**src/rtl/scene_sequencer_if.sv**
```systemverilog
// rtl/scene_sequencer_if.sv - game-logic/renderer bundle for the scene sequencer
// Purpose : groups raster position, scene request handshake, jumpscare level
//           and renderer controls into one bundle.
// Ports   : DrawX/DrawY raster position, req_valid/req_scene/req_ready request
//           handshake, jumpscare trigger level, scene_sel/brightness/static_en
//           renderer controls, busy/game_over status.
// master  : game logic / raster side (drives position, requests, jumpscare).
// slave   : the sequencer.
interface scene_sequencer_if #(
    parameter int SCENE_W = 3
);
    logic [9:0]         DrawX;
    logic [9:0]         DrawY;
    logic               req_valid;
    logic [SCENE_W-1:0] req_scene;
    logic               req_ready;
    logic               jumpscare;
    logic [SCENE_W-1:0] scene_sel;
    logic [3:0]         brightness;
    logic               static_en;
    logic               busy;
    logic               game_over;

    modport master (
        output DrawX, DrawY, req_valid, req_scene, jumpscare,
        input  req_ready, scene_sel, brightness, static_en, busy, game_over
    );

    modport slave (
        input  DrawX, DrawY, req_valid, req_scene, jumpscare,
        output req_ready, scene_sel, brightness, static_en, busy, game_over
    );
endinterface

```
**src/rtl/scene_sequencer.sv**
```systemverilog
// rtl/scene_sequencer.sv - frame-synchronous background scene/transition sequencer
// Purpose : picks the background scene, runs fade-out/static/fade-in
//           transitions and the jumpscare/game-over takeover. Visible outputs
//           only change on a frame tick (raster reaching (0,0)).
// Ports   : vga_clk pixel clock, reset async active-high,
//           bus (slave) raster position, request handshake, jumpscare level
//           and registered renderer controls/status.
module scene_sequencer #(
    parameter int NUM_SCENES    = 8,
    parameter int SCENE_W       = 3,
    parameter int INIT_SCENE    = 0,
    parameter int JUMP_SCENE    = 7,
    parameter int FADE_STEP     = 3,
    parameter int STATIC_FRAMES = 2,
    parameter int JUMP_FRAMES   = 60
) (
    input logic              vga_clk,
    input logic              reset,
    scene_sequencer_if.slave bus
);
    localparam int CNT_MAX = (JUMP_FRAMES > STATIC_FRAMES) ? JUMP_FRAMES : STATIC_FRAMES;
    localparam int CNT_W   = $clog2(CNT_MAX + 1);
    localparam logic [3:0]       FS       = 4'(FADE_STEP);
    localparam logic [SCENE_W:0] NUM_W    = (SCENE_W + 1)'(NUM_SCENES);
    localparam logic [SCENE_W-1:0] INIT_S = SCENE_W'(INIT_SCENE);
    localparam logic [SCENE_W-1:0] JUMP_S = SCENE_W'(JUMP_SCENE);

    typedef enum logic [2:0] {
        S_SHOW, S_FADE_OUT, S_STATIC, S_FADE_IN, S_JUMPSCARE, S_GAME_OVER
    } state_t;

    state_t             state_q, state_d;
    logic [SCENE_W-1:0] pend_q, pend_d;
    logic [SCENE_W-1:0] scene_q, scene_d;
    logic [3:0]         bright_q, bright_d;
    logic               static_q, static_d;
    logic [CNT_W-1:0]   cnt_q, cnt_d;
    logic               js_pend_q, js_pend_d;
    logic               js_prev_q;
    logic               origin_prev_q;
    logic               req_ready_q, req_ready_d;
    logic               busy_q, busy_d;
    logic               game_over_q, game_over_d;

    logic at_origin, tick, js_arm, handshake, req_legal;

    assign at_origin = (bus.DrawX == 10'd0) && (bus.DrawY == 10'd0);
    assign tick      = at_origin && !origin_prev_q;
    // Edge only arms the takeover while it has not already happened.
    assign js_arm    = bus.jumpscare && !js_prev_q &&
                       (state_q != S_JUMPSCARE) && (state_q != S_GAME_OVER);
    assign handshake = bus.req_valid && req_ready_q;
    assign req_legal = ({1'b0, bus.req_scene} < NUM_W) && (bus.req_scene != scene_q);

    always_comb begin
        state_d   = state_q;
        pend_d    = pend_q;
        scene_d   = scene_q;
        bright_d  = bright_q;
        static_d  = static_q;
        cnt_d     = cnt_q;
        js_pend_d = js_pend_q | js_arm;

        if (tick && js_pend_q) begin
            // Takeover wins over any fade/static step on this tick.
            state_d   = S_JUMPSCARE;
            scene_d   = JUMP_S;
            bright_d  = 4'd15;
            static_d  = 1'b0;
            cnt_d     = CNT_W'(JUMP_FRAMES);
            js_pend_d = 1'b0;
        end else begin
            unique case (state_q)
                S_SHOW: begin
                    // A request accepted alongside a jumpscare edge is swallowed.
                    if (handshake && req_legal && !js_arm) begin
                        pend_d  = bus.req_scene;
                        state_d = S_FADE_OUT;
                    end
                end
                S_FADE_OUT: begin
                    if (tick) begin
                        if (bright_q <= FS) begin
                            bright_d = 4'd0;
                            scene_d  = pend_q;
                            static_d = 1'b1;
                            cnt_d    = CNT_W'(STATIC_FRAMES);
                            state_d  = S_STATIC;
                        end else begin
                            bright_d = bright_q - FS;
                        end
                    end
                end
                S_STATIC: begin
                    if (tick) begin
                        if (cnt_q == CNT_W'(1)) begin
                            static_d = 1'b0;
                            state_d  = S_FADE_IN;
                        end else begin
                            cnt_d = cnt_q - CNT_W'(1);
                        end
                    end
                end
                S_FADE_IN: begin
                    if (tick) begin
                        if (bright_q >= (4'd15 - FS)) begin
                            bright_d = 4'd15;
                            state_d  = S_SHOW;
                        end else begin
                            bright_d = bright_q + FS;
                        end
                    end
                end
                S_JUMPSCARE: begin
                    if (tick) begin
                        if (cnt_q == CNT_W'(1)) begin
                            bright_d = 4'd0;
                            static_d = 1'b0;
                            state_d  = S_GAME_OVER;
                        end else begin
                            cnt_d = cnt_q - CNT_W'(1);
                        end
                    end
                end
                S_GAME_OVER: begin
                    bright_d = 4'd0;
                    static_d = 1'b0;
                end
                default: state_d = S_SHOW;
            endcase
        end

        // Status is registered from next state so it lines up with the change.
        req_ready_d = (state_d == S_SHOW) && !js_pend_d;
        busy_d      = (state_d != S_SHOW) || js_pend_d;
        game_over_d = (state_d == S_GAME_OVER);
    end

    always_ff @(posedge vga_clk or posedge reset) begin
        if (reset) begin
            state_q       <= S_SHOW;
            pend_q        <= INIT_S;
            scene_q       <= INIT_S;
            bright_q      <= 4'd15;
            static_q      <= 1'b0;
            cnt_q         <= '0;
            js_pend_q     <= 1'b0;
            js_prev_q     <= 1'b0;
            origin_prev_q <= 1'b0;
            req_ready_q   <= 1'b1;
            busy_q        <= 1'b0;
            game_over_q   <= 1'b0;
        end else begin
            state_q       <= state_d;
            pend_q        <= pend_d;
            scene_q       <= scene_d;
            bright_q      <= bright_d;
            static_q      <= static_d;
            cnt_q         <= cnt_d;
            js_pend_q     <= js_pend_d;
            js_prev_q     <= bus.jumpscare;
            origin_prev_q <= at_origin;
            req_ready_q   <= req_ready_d;
            busy_q        <= busy_d;
            game_over_q   <= game_over_d;
        end
    end

    assign bus.req_ready  = req_ready_q;
    assign bus.scene_sel  = scene_q;
    assign bus.brightness = bright_q;
    assign bus.static_en  = static_q;
    assign bus.busy       = busy_q;
    assign bus.game_over  = game_over_q;
endmodule

```
**src/flat_wrapper.sv**
```systemverilog
// flat-port wrapper written by rule: the top's interface ports become plain ports
module scene_sequencer_flat 
#(
    parameter int NUM_SCENES    = 8,
    parameter int SCENE_W       = 3,
    parameter int INIT_SCENE    = 0,
    parameter int JUMP_SCENE    = 7,
    parameter int FADE_STEP     = 3,
    parameter int STATIC_FRAMES = 2,
    parameter int JUMP_FRAMES   = 60
)
  (vga_clk, reset, bus_DrawX, bus_DrawY, bus_req_valid, bus_req_scene, bus_jumpscare, bus_req_ready, bus_scene_sel, bus_brightness, bus_static_en, bus_busy, bus_game_over);
  scene_sequencer_if #(.SCENE_W(SCENE_W)) bus_i ();
  input logic vga_clk;
  input logic reset;
  input wire logic [$bits(bus_i.DrawX)-1:0] bus_DrawX;
  input wire logic [$bits(bus_i.DrawY)-1:0] bus_DrawY;
  input wire logic [$bits(bus_i.req_valid)-1:0] bus_req_valid;
  input wire logic [$bits(bus_i.req_scene)-1:0] bus_req_scene;
  input wire logic [$bits(bus_i.jumpscare)-1:0] bus_jumpscare;
  output wire logic [$bits(bus_i.req_ready)-1:0] bus_req_ready;
  output wire logic [$bits(bus_i.scene_sel)-1:0] bus_scene_sel;
  output wire logic [$bits(bus_i.brightness)-1:0] bus_brightness;
  output wire logic [$bits(bus_i.static_en)-1:0] bus_static_en;
  output wire logic [$bits(bus_i.busy)-1:0] bus_busy;
  output wire logic [$bits(bus_i.game_over)-1:0] bus_game_over;
  assign bus_i.DrawX = bus_DrawX;
  assign bus_i.DrawY = bus_DrawY;
  assign bus_i.req_valid = bus_req_valid;
  assign bus_i.req_scene = bus_req_scene;
  assign bus_i.jumpscare = bus_jumpscare;
  assign bus_req_ready = bus_i.req_ready;
  assign bus_scene_sel = bus_i.scene_sel;
  assign bus_brightness = bus_i.brightness;
  assign bus_static_en = bus_i.static_en;
  assign bus_busy = bus_i.busy;
  assign bus_game_over = bus_i.game_over;
  scene_sequencer #(.NUM_SCENES(NUM_SCENES), .SCENE_W(SCENE_W), .INIT_SCENE(INIT_SCENE), .JUMP_SCENE(JUMP_SCENE), .FADE_STEP(FADE_STEP), .STATIC_FRAMES(STATIC_FRAMES), .JUMP_FRAMES(JUMP_FRAMES)) u_core (.vga_clk(vga_clk), .reset(reset), .bus(bus_i));
endmodule
```
**config.mk**
```make
export PLATFORM = sky130hd
export DESIGN_NAME = scene_sequencer_flat
export DESIGN_NICKNAME = d
export VERILOG_FILES = /design/src/rtl/scene_sequencer_if.sv /design/src/rtl/scene_sequencer.sv /design/src/flat_wrapper.sv
export SDC_FILE = /design/constraint.sdc
export NUM_CORES = 1
export LEC_CHECK = 0
export BUFFER_PORTS_ARGS = -buffer_cell sky130_fd_sc_hd__buf_2
export CAP_MARGIN = 20
export CORE_MARGIN = 8
export CORE_UTILIZATION = 38
export CTS_BUF_LIST = sky130_fd_sc_hd__clkbuf_8
export DETAILED_ROUTE_END_ITERATION = 6
export PLACE_DENSITY = 0.65
export SLEW_MARGIN = 20
export SYNTH_ARGS = -nofsm -noshare
export SYNTH_HDL_FRONTEND = slang
export SYNTH_SLANG_ARGS = --single-unit
```
**constraint.sdc**
```tcl
create_clock -name vga_clk -period 5.5 [get_ports vga_clk]
set_clock_uncertainty 0.05 [all_clocks]
set_input_delay 1.1 -clock vga_clk [delete_from_list [all_inputs] [get_ports vga_clk]]
set_output_delay 1.1 -clock vga_clk [all_outputs]
set_load 0.02 [all_outputs]
```
==> results of run 1 <==
-- worst max-delay path by stage --
stage	cells after the start	end	slack [ns]	from
after floorplan	6	u_core.pend_q[0]	2.54	bus_DrawX[6]
after global placement	6	u_core.pend_q[2]	1.85	bus_DrawX[6]
after detailed placement	6	u_core.pend_q[1]	1.78	bus_DrawX[6]
after CTS	6	u_core.pend_q[1]	2.10	bus_DrawX[6]
after global routing	6	u_core.pend_q[1]	2.03	bus_DrawX[6]
final	6	u_core.pend_q[1]	2.09	bus_DrawX[6]
-- sequential cells by signal, indices dropped and copies added (netlist names), 3 cells and up --
name	cells
u_core.cnt_q	6
u_core.state_q	3
u_core.pend_q	3
u_core.bus.brightness	4
u_core.bus.scene_sel	3
-- critical path, delay by kind of cell --
kind | cells | cell delay, ns
buffers and inverters | 1 | 0.09
multiplexers | 1 | 0.35
AND/OR/NAND/NOR | 4 | 1.97
-- kinds of logic (layout without fill, tap and decap cells) --
logic type	after synthesis	in the layout	share of synthesized area (%)
simple gates	68	68	22.8
compound gates	47	47	20.8
flops	26	26	39.1
buf+inv	19	53	5.13
mux	11	11	7.07
fa+ha+maj	4	4	2.98
xor+xnor	4	4	2.08
-- report_power, final --
group	switching, mW	internal (mW)
sequential	0.0000853	0.192
clock	0.0617	0.0642
combinational	0.00804	0.00788
-- cell type report --
cell class,count,area [µm²],share of cell area [%]
inverters,12,45.0,2.32
repair buffers,37,185,9.52
well taps,52,65.1,3.34
flip-flops and latches,26,657,33.8
multi-input cells,134,938,48.2
clock buffers,4,55.1,2.83
-- synth_stat cells, drive strengths merged (2+ instances only) --
master,n
xor2,4
clkbuf,4
dfstp,5
inv,12
mux2,4
nand3b,2
nor2,9
a31oi,3
dfrtp,21
a21oi,10
buf,3
nor3,9
ha,4
or3,2
nor2b,4
nor4,6
nand3,8
mux2i,7
and3,2
nand2b,2
nand2,18
or4,2
a211oi,5
o22ai,4
o21ai,9
o32ai,2
-- layer usage --
metal / routed length (µm) / vias up / share of wire, %
li1: - / 739 / -
met1: 1830 / 706 / 44
met2: 2070 / 28 / 50
met3: 198 / 5 / 4.8
met4: 57 / 0 / 1.4
met5: 0 / - / 0
-- per-stage QoR --
stage | power (mW) | utilization (%)
floorplan | 0.201 | -
global placement | 0.211 | 43.7
detailed placement | 0.212 | 43.7
CTS | 0.338 | 45.0
global route | 0.348 | 45.0
finish | 0.333 | 45.0
==> results.json, run 1 <==
{
  "num-nets-final": 245,
  "postLayoutCellArea_um2": 1950,
  "avgSynthCellArea_um2": 9.39,
  "yosys.area.top_type": "sky130_fd_sc_hd__dfrtp_1",
  "floorplan.die.width_um": 82.5,
  "power_density_nw_per_um2": 171,
  "rows": 24,
  "timing_hold_violations_final": 0,
  "postLayoutSetupSlackWorst_ns": 2.09,
  "clock_insertion_delay_worst_skew_ns": 0.28,
  "clock_pin_slew_worst_setup_and_hold_paths_ns": 0.09,
  "end_kind": "flip-flop",
  "ant_nets": 0,
  "rr_endpoint": "u_core.pend_q[1]",
  "holdPathStages": 2,
  "rsz0062_at_grt": "false",
  "post-place-cells": 261,
  "most_frequent_standard_cell_in_the_layout_excluding_fill_and_tap_cells": "sky130_fd_sc_hd__buf_2",
  "post_synth_main_area_contributors": "sky130_fd_sc_hd__dfrtp_1, sky130_fd_sc_hd__dfstp_2, sky130_fd_sc_hd__mux2i_1",
  "dpl_worst_slack_ns": 1.78,
  "drtIter0Drc": 138,
  "grt_antenna_before_repair": 0,
  "cts.htree.levels": 1,
  "endpoint_arrival_time_on_the_critical_path_ns": 3.52,
  "min_to": "u_core.bus.scene_sel[1]",
  "layout_common_cells": "sky130_fd_sc_hd__buf_2, sky130_fd_sc_hd__dfrtp_1, sky130_fd_sc_hd__nand2_1, sky130_fd_sc_hd__inv_1, sky130_fd_sc_hd__a21oi_1",
  "synth.net_count": 210,
  "max_slew.worst_pin.slew_ns": 0.766,
  "worst-r2r-cell-count": 4,
  "min_period_over_period_pct": 61.9,
  "dieHeight_um": 82.5,
  "post_synthesis_cells": 179,
  "die_area_um2": 6810,
  "worst_min_path_class": "flip-flop to flip-flop",
  "postCtsSetupRepairBufs": 0,
  "yosys_most_used_dff": "sky130_fd_sc_hd__dfrtp_1",
  "antenna_cells_inserted": 0,
  "grt_overflow_total": 0,
  "post_cts_hold_buffer_count": 0,
  "vias_in_the_first_global_route": 1485,
  "vias": 1478,
  "drt_first_pass_iters": 4,
  "timing.critical_path.from_type": "input port",
  "place.port_buffers": 37,
  "critPathKind": "input port to flip-flop",
  "synth_top_area_share_pct": 31.3,
  "gr-usage-all-layers_pct": 13.3,
  "crit_required_ns": 5.62,
  "floorplan.initialDensity_pct": 38.9,
  "globalRouteMet1Util_pct": 16.5,
  "dp_hpwl_mm": 3.18,
  "clock_path_buffers": 2,
  "crit_chain": "buf_2, or4_4, or3_1, nor3_2, or3_1, mux2_2",
  "gp_congestion": 0.852,
  "grt_max_degree": 27,
  "cap_violations": 0,
  "maximum_clock_frequency_mhz": 294,
  "yosys_warnings": 0,
  "top_level_ports": 38,
  "timing.critical_path.slowest_stage_cell": "sky130_fd_sc_hd__nor3_2",
  "detail_route.wl_per_cell_um": 15.7,
  "timing.final.setup_violations": 0,
  "flops_latches_synth": 26,
  "detail_route.wirelength_mm": 4.15,
  "r2r_start": "u_core.origin_prev_q",
  "result_of_the_run": "finished clean",
  "groute.layer.met2.usage_pct": 21.8,
  "drcViolationCount": 0,
  "sequential_element_share_of_the_synthesized_area_pct": 39.1,
  "power_leakage_nw": 0.828,
  "post_cts_resized": 0,
  "coreArea_um2": 4320,
  "r2r_slack_ns": 3.14,
  "proportion_of_register_bits_with_asynchronous_set_or_reset_after_synthesis_pct": 100,
  "slew_violations": 0,
  "numClockSinks": 26,
  "worst_ir_drop_vdd_uv": 201,
  "grt_most_used_layer": "met2",
  "detailed_place.area_um2": 1890,
  "area_growth_syn_to_layout_pct": 15.7,
  "holdWs_ns": 0.456,
  "cp_common_cell": "sky130_fd_sc_hd__or3_1",
  "global_route_wire_length_before_repair_mm": 6.97,
  "num-fill-cells": 434,
  "drt-vias-per-instance": 5.58,
  "yosysUniqueCellTypes": 52,
  "synth_area_um2": 1680,
  "synth-edff-count": 0,
  "path_max_fanout": 12,
  "totalNegativeSetupSlack_ns": 0,
  "cts_tree": "done",
  "root_buffer": "sky130_fd_sc_hd__clkbuf_8",
  "min_period_ns": 3.41,
  "fin_cells": 265,
  "maxSlewHeadroom_pct": 48.7,
  "grt_use_met3_pct": 3.46,
  "worstHoldStart": "u_core.pend_q[1]",
  "layout-drive-gt1-share_pct": 28.6,
  "tritoncts_buffer_count": 3,
  "timing.critical_path.slowest_cell_delay_ns": 0.64
}
Note: power is estimated with default switching activity, not from simulation.
==> run 2: changes to the inputs <==
- ABC_AREA: not set -> 1
- clock period: 5.5 -> 3.4 ns (I/O delays scaled with it)
==> run 2 against run 1 <==
Worst hold slack got worse by 0.18 ns. Total power rose to 2.9 times the previous value. Clock power up 100%. Clock-buffer cell count fell by 1. Via count is 4.4% lower. Global-route usage shrank 3.0 points. Die area decreased by 2.7%. Synthesized cell count up 18%. Final cell count up 14%.
==> results.json, run 2 <==
{
  "result_of_the_run": "finished clean",
  "synth.net_count": 243,
  "floorplan.die.width_um": 81.4,
  "cts.htree.levels": 1,
  "power_leakage_nw": 1.07,
  "combinational_share_of_power_pct": 32.2,
  "clock_pin_slew_worst_setup_and_hold_paths_ns": 0.10,
  "grt_antenna_before_repair": 0,
  "num-fill-cells": 419,
  "detail_route.wl_per_cell_um": 11.1,
  "avgSynthCellArea_um2": 7.67,
  "min_period_ns": 1.94,
  "ant_nets": 0,
  "rows": 23,
  "switching_share_pct": 33.5,
  "clock_insertion_delay_worst_skew_ns": 0.27,
  "max_slew.worst_pin.slew_ns": 0.421,
  "floorplan.initialDensity_pct": 40.1,
  "drt-vias-per-instance": 4.68,
  "largest_register_ffs": 6,
  "maximum_clock_frequency_mhz": 515,
  "yosys_most_used_dff": "sky130_fd_sc_hd__dfrtp_1",
  "most_frequent_standard_cell_in_the_layout_excluding_fill_and_tap_cells": "sky130_fd_sc_hd__nand2_1",
  "coreArea_um2": 4060,
  "endpoint_arrival_time_on_the_critical_path_ns": 2.06,
  "place.port_buffers": 37,
  "power_density_nw_per_um2": 501,
  "p_int_uw": 652,
  "gr-usage-all-layers_pct": 10.3,
  "power.net_switching_uw": 328,
  "yosys.cell_count.top_type": "sky130_fd_sc_hd__nand2_1",
  "synth-edff-count": 0,
  "antenna_cells_inserted": 0,
  "critPathKind": "input port to flip-flop",
  "detail_route.wirelength_mm": 3.34,
  "grt_overflow_total": 0,
  "vias": 1413,
  "slew_violations": 0,
  "proportion_of_register_bits_with_asynchronous_set_or_reset_after_synthesis_pct": 100,
  "cap_violations": 0,
  "rsz0062_at_grt": "false",
  "die_area_um2": 6630,
  "sequential_element_share_of_the_synthesized_area_pct": 40.4,
  "clock_path_buffers": 2,
  "design_power_total_uw": 980,
  "timing.critical_path.from_type": "input port",
  "worst_min_path_class": "input port to async pin",
  "maxSlewHeadroom_pct": 71.8,
  "yosys_warnings": 0,
  "commonest_cells_in_the_synthesized_netlist": "sky130_fd_sc_hd__nand2_1, sky130_fd_sc_hd__inv_1, sky130_fd_sc_hd__nor2_1, sky130_fd_sc_hd__dfrtp_1, sky130_fd_sc_hd__o21ai_0",
  "min_period_over_period_pct": 57.1,
  "grt_max_degree": 27,
  "flops_latches_synth": 26,
  "drt_first_pass_iters": 4,
  "layout_common_cells": "sky130_fd_sc_hd__nand2_1, sky130_fd_sc_hd__buf_2, sky130_fd_sc_hd__nor2_1, sky130_fd_sc_hd__inv_1, sky130_fd_sc_hd__dfrtp_1",
  "power_frac_clock_pct": 26.3,
  "path_max_fanout": 16,
  "timing.final.setup_violations": 0,
  "drtIter0Drc": 44,
  "global_route_wire_length_before_repair_mm": 5.60,
  "worst-r2r-cell-count": 8,
  "drcViolationCount": 0,
  "num-nets-final": 284,
  "numClockSinks": 26,
  "yosys.area.top_type": "sky130_fd_sc_hd__dfrtp_1",
  "end_kind": "flip-flop",
  "synth_area_um2": 1630,
  "regMostFlops": "u_core.cnt_q",
  "dpl_worst_slack_ns": 1.13,
  "dieHeight_um": 81.4,
  "cts_tree": "done",
  "share_seq_of_total_power_pct": 41.5,
  "root_buffer": "sky130_fd_sc_hd__clkbuf_8",
  "timing_hold_violations_final": 0,
  "totalNegativeSetupSlack_ns": 0,
  "crit_required_ns": 3.52,
  "top_level_ports": 38,
  "post_synth_main_area_contributors": "sky130_fd_sc_hd__dfrtp_1, sky130_fd_sc_hd__nand2_1, sky130_fd_sc_hd__dfstp_2",
  "worst_ir_drop_vdd_uv": 246,
  "post_cts_hold_buffer_count": 0,
  "area_growth_syn_to_layout_pct": 20.3,
  "postCtsSetupRepairBufs": 0,
  "layout-drive-gt1-share_pct": 25.4,
  "dp_hpwl_mm": 2.63,
  "tritoncts_buffer_count": 3,
  "gp_congestion": 0.842,
  "yosysUniqueCellTypes": 32,
  "synth_top_area_share_pct": 32.3,
  "post_synthesis_cells": 212,
  "postLayoutSetupSlackWorst_ns": 1.46,
  "post_cts_resized": 0,
  "vias_in_the_first_global_route": 1346
}
## run 2: cell types whose count changed after synthesis, moves of 5 or more
cell,previous run,this run
sky130_fd_sc_hd__inv_1,12,28
sky130_fd_sc_hd__mux2i_1,7,0
sky130_fd_sc_hd__nand2_1,17,52
sky130_fd_sc_hd__nor2_1,9,28
sky130_fd_sc_hd__nor3_1,8,3
sky130_fd_sc_hd__nor4_1,5,0
sky130_fd_sc_hd__o21ai_2,0,5
## run 2: worst max-delay path, cell delays in order
cell and delay (ns):
sky130_fd_sc_hd__buf_2 0.09, sky130_fd_sc_hd__nor2_1 0.09, sky130_fd_sc_hd__nand2_1 0.05, sky130_fd_sc_hd__nor2_1 0.12
sky130_fd_sc_hd__nand2_2 0.10, sky130_fd_sc_hd__nor2_8 0.14, sky130_fd_sc_hd__nand3_4 0.19, sky130_fd_sc_hd__nand3_2 0.15
sky130_fd_sc_hd__nand3_2 0.23, sky130_fd_sc_hd__nand2_1 0.15, sky130_fd_sc_hd__o21ai_2 0.06
## run 2: layout make-up
type,count,area [µm²],area share (%)
inverters,29,109,5.57
clock inverters,1,30.0,1.54
repair buffers,38,213,10.9
multi-input cells,155,843,43.1
flip-flops and latches,26,657,33.6
clock buffers,3,41.3,2.11
well taps,50,62.6,3.20
## run 2: logic make-up after synthesis
group           after synthesis  share of synthesized area, %
simple gates                110                          31.6
xor+xnor                      6                          3.23
compound gates               32                          11.9
flops                        26                          40.4
mux                           3                          2.08
fa+ha+maj                     4                          3.08
buf+inv                      31                          7.70
## run 2: through the flow
| stage | hold WS, ns | util (%) | area [µm²] | instances |
|---|---|---|---|---|
| after global routing | 0.298 | 48.2 | 1960 | 302 |
| after detailed placement | 0.411 | 45.8 | 1860 | 297 |
| after floorplan | 0.405 | - | 1630 | 212 |
| after CTS | 0.435 | 47.5 | 1930 | 301 |
| after global placement | 0.405 | 45.8 | 1860 | 297 |
| final | 0.281 | 48.2 | 1960 | 302 |
## run 2: metal layers
metal	vias up	track usage [%]	part of all wire, %
li1	766	-	-
met1	622	12.8	47
met2	21	17.7	48
met3	4	2.21	4.6
met4	0	2.14	0.63
met5	-	0	0
## run 2: worst paths after layout
kind / startpoint / end / slack (ns)
worst min register to register: u_core.bus.static_en / u_core.bus.static_en / 0.44
min in group vga_clk: u_core.bus.static_en / u_core.bus.static_en / 0.44
worst max-delay path: bus_DrawY[7] / u_core.cnt_q[4] / 1.46
worst min-delay path: reset / u_core.cnt_q[1] / 0.28
max in group asynchronous: reset / u_core.bus.brightness[0] / 2.54
worst max register to register: u_core.state_q[0] / u_core.cnt_q[4] / 1.62
## run 2: power groups by stage
| stage | sequential [mW] | clock [mW] | combinational, mW |
|---|---|---|---|
| 2_1_floorplan | 0.442 | 0 | 0.209 |
| 3_3_place_gp | 0.413 | 0 | 0.315 |
| 3_5_place_dp | 0.413 | 0 | 0.316 |
| 4_1_cts | 0.407 | 0.266 | 0.318 |
| 5_1_grt | 0.413 | 0.275 | 0.364 |
| 6_report | 0.407 | 0.258 | 0.316 |
==> run 3: changes to the inputs <==
- PLACE_DENSITY: 0.65 -> 0.67
- clock period: 3.4 -> 1.73 ns (I/O delays scaled with it)
==> run 3 against run 2 <==
Register-to-register slack worse by 1.5 ns. Critical endpoint is now u_core.bus.game_over. Sequential share of layout area down 0.88 points. Setup slack worse by 1.3 ns. Design area grew 2.7%. Largest power group unchanged. Via count up 3.8%.
==> results.json, run 3 (synthesis results as in run 2) <==
{
  "grt_overflow_total": 0,
  "die_area_um2": 6630,
  "detail_route.wl_per_cell_um": 11.4,
  "detailed_place.area_um2": 1910,
  "global_route_wire_length_before_repair_mm": 6.40,
  "timing.critical_path.from_type": "flip-flop",
  "worst_min_path_class": "input port to async pin",
  "fin_util_pct": 49.5,
  "floorplan.die.width_um": 81.4,
  "cts_tree": "done",
  "gr-usage-all-layers_pct": 11.8,
  "slew_violations": 0,
  "min_period_over_period_pct": 90.6,
  "top_level_ports": 38,
  "r2r_start": "u_core.cnt_q[1]",
  "largest_register_ffs": 6,
  "power_leakage_nw": 1.10,
  "num-fill-cells": 392,
  "result_of_the_run": "finished clean",
  "drt-vias-per-instance": 4.74,
  "postLayoutSetupSlackWorst_ns": 0.162,
  "layout-drive-gt1-share_pct": 29.0,
  "cts.htree.levels": 1,
  "drtIter0Drc": 42,
  "rsz0062_at_grt": "false",
  "detail_route.wirelength_mm": 3.52,
  "area_growth_syn_to_layout_pct": 23.6,
  "ant_nets": 0,
  "clock_insertion_delay_worst_skew_ns": 0.27,
  "clock_pin_slew_worst_setup_and_hold_paths_ns": 0.09,
  "dieHeight_um": 81.4,
  "dp_hpwl_mm": 2.72,
  "tritoncts_buffer_count": 3,
  "min_period_ns": 1.57,
  "timing.final.setup_violations": 0,
  "vias_in_the_first_global_route": 1507,
  "regMostFlops": "u_core.cnt_q",
  "timing_hold_violations_final": 0,
  "post_cts_hold_buffer_count": 0,
  "drcViolationCount": 0,
  "clock_path_buffers": 2,
  "dpl_worst_slack_ns": -0.122,
  "coreArea_um2": 4060,
  "maxSlewHeadroom_pct": 77.8,
  "place.port_buffers": 37,
  "end_kind": "flip-flop",
  "worst-r2r-cell-count": 9,
  "numClockSinks": 26,
  "crit_required_ns": 1.86,
  "power_density_nw_per_um2": 982,
  "grt_max_degree": 27,
  "worst_ir_drop_vdd_uv": 576,
  "num-nets-final": 291,
  "design_power_total_mw": 1.97,
  "cap_violations": 0,
  "max_slew.worst_pin.slew_ns": 0.333,
  "holdWs_ns": 0.0569,
  "layout_common_cells": "sky130_fd_sc_hd__nand2_1, sky130_fd_sc_hd__buf_2, sky130_fd_sc_hd__nor2_1, sky130_fd_sc_hd__inv_1, sky130_fd_sc_hd__dfrtp_1",
  "maximum_clock_frequency_mhz": 638,
  "drt_first_pass_iters": 4,
  "rows": 23,
  "r2r_slack_ns": 0.16,
  "endpoint_arrival_time_on_the_critical_path_ns": 1.70,
  "floorplan.initialDensity_pct": 40.1,
  "path_max_fanout": 3,
  "rr_endpoint": "u_core.bus.game_over",
  "gp_congestion": 0.868,
  "root_buffer": "sky130_fd_sc_hd__clkbuf_8",
  "vias": 1466,
  "most_frequent_standard_cell_in_the_layout_excluding_fill_and_tap_cells": "sky130_fd_sc_hd__nand2_1",
  "antenna_cells_inserted": 0,
  "grt_antenna_before_repair": 0,
  "critPathKind": "flip-flop to flip-flop",
  "postLayoutCellArea_um2": 2010
}
run 3: cell count changes in the layout (fill, tap and decap cells not counted), sizes merged:
cell / previous run / this run
inv: 27 / 28
clkinv: 2 / 1
buf: 38 / 45
run 3: area by class of cell:
class	count	area, µm²	share of cell area (%)
multi-input combinational	155	863	43.0
clock buffer	3	41.3	2.06
tap	50	62.6	3.12
sequential	26	657	32.7
timing repair buffer	45	245	12.2
clock inverter	1	30.0	1.50
inverter	29	109	5.42
run 3: worst max path at each step:
stage,from,endpoint,slack [ns],cells past startpoint
after floorplan,bus_DrawY[7],u_core.pend_q[0],0.18,8
after global routing,u_core.cnt_q[1],u_core.bus.brightness[3],0.008,11
final,u_core.cnt_q[1],u_core.bus.game_over,0.16,9
after CTS,u_core.state_q[2],u_core.bus.req_ready,0.07,11
after global placement,bus_DrawY[7],u_core.cnt_q[3],-0.07,11
after detailed placement,bus_DrawY[7],u_core.cnt_q[1],-0.12,11
run 3: repair_timing:
action / CTS / global route
endpoints found under the setup margin: 0 / 21
setup buffers: 0 / 1
endpoints found under the hold margin: 0 / 0
resized for setup: 0 / 8
run 3: layer usage:
layer | part of all wire [%] | GRT usage [%] | wire length (µm)
met1 | 46 | 14.1 | 1620
met2 | 49 | 20.6 | 1710
met3 | 3.7 | 1.99 | 130
met4 | 1.6 | 4.64 | 55
met5 | 0 | 0 | 0
run 3: power by group:
group	internal [mW]	switching (mW)
Combinational	0.265	0.391
Sequential	0.725	0.0783
Clock	0.310	0.202
run 3: metrics by stage:
stage	instances	setup TNS, ns
finish	309	0
global route	309	0
CTS	308	0
detailed placement	304	-0.853
global placement	304	-0.531
floorplan	212	0
run 3: worst max-delay path, stage by stage (launching register included):
cell,delay [ns]
sky130_fd_sc_hd__dfrtp_1,0.41
sky130_fd_sc_hd__inv_1,0.11
sky130_fd_sc_hd__ha_1,0.15
sky130_fd_sc_hd__nand4_1,0.11
sky130_fd_sc_hd__nand2_1,0.09
sky130_fd_sc_hd__nand3b_1,0.10
sky130_fd_sc_hd__nand2_1,0.08
sky130_fd_sc_hd__nor2_1,0.12
sky130_fd_sc_hd__nor2_1,0.08
sky130_fd_sc_hd__nor3_1,0.18
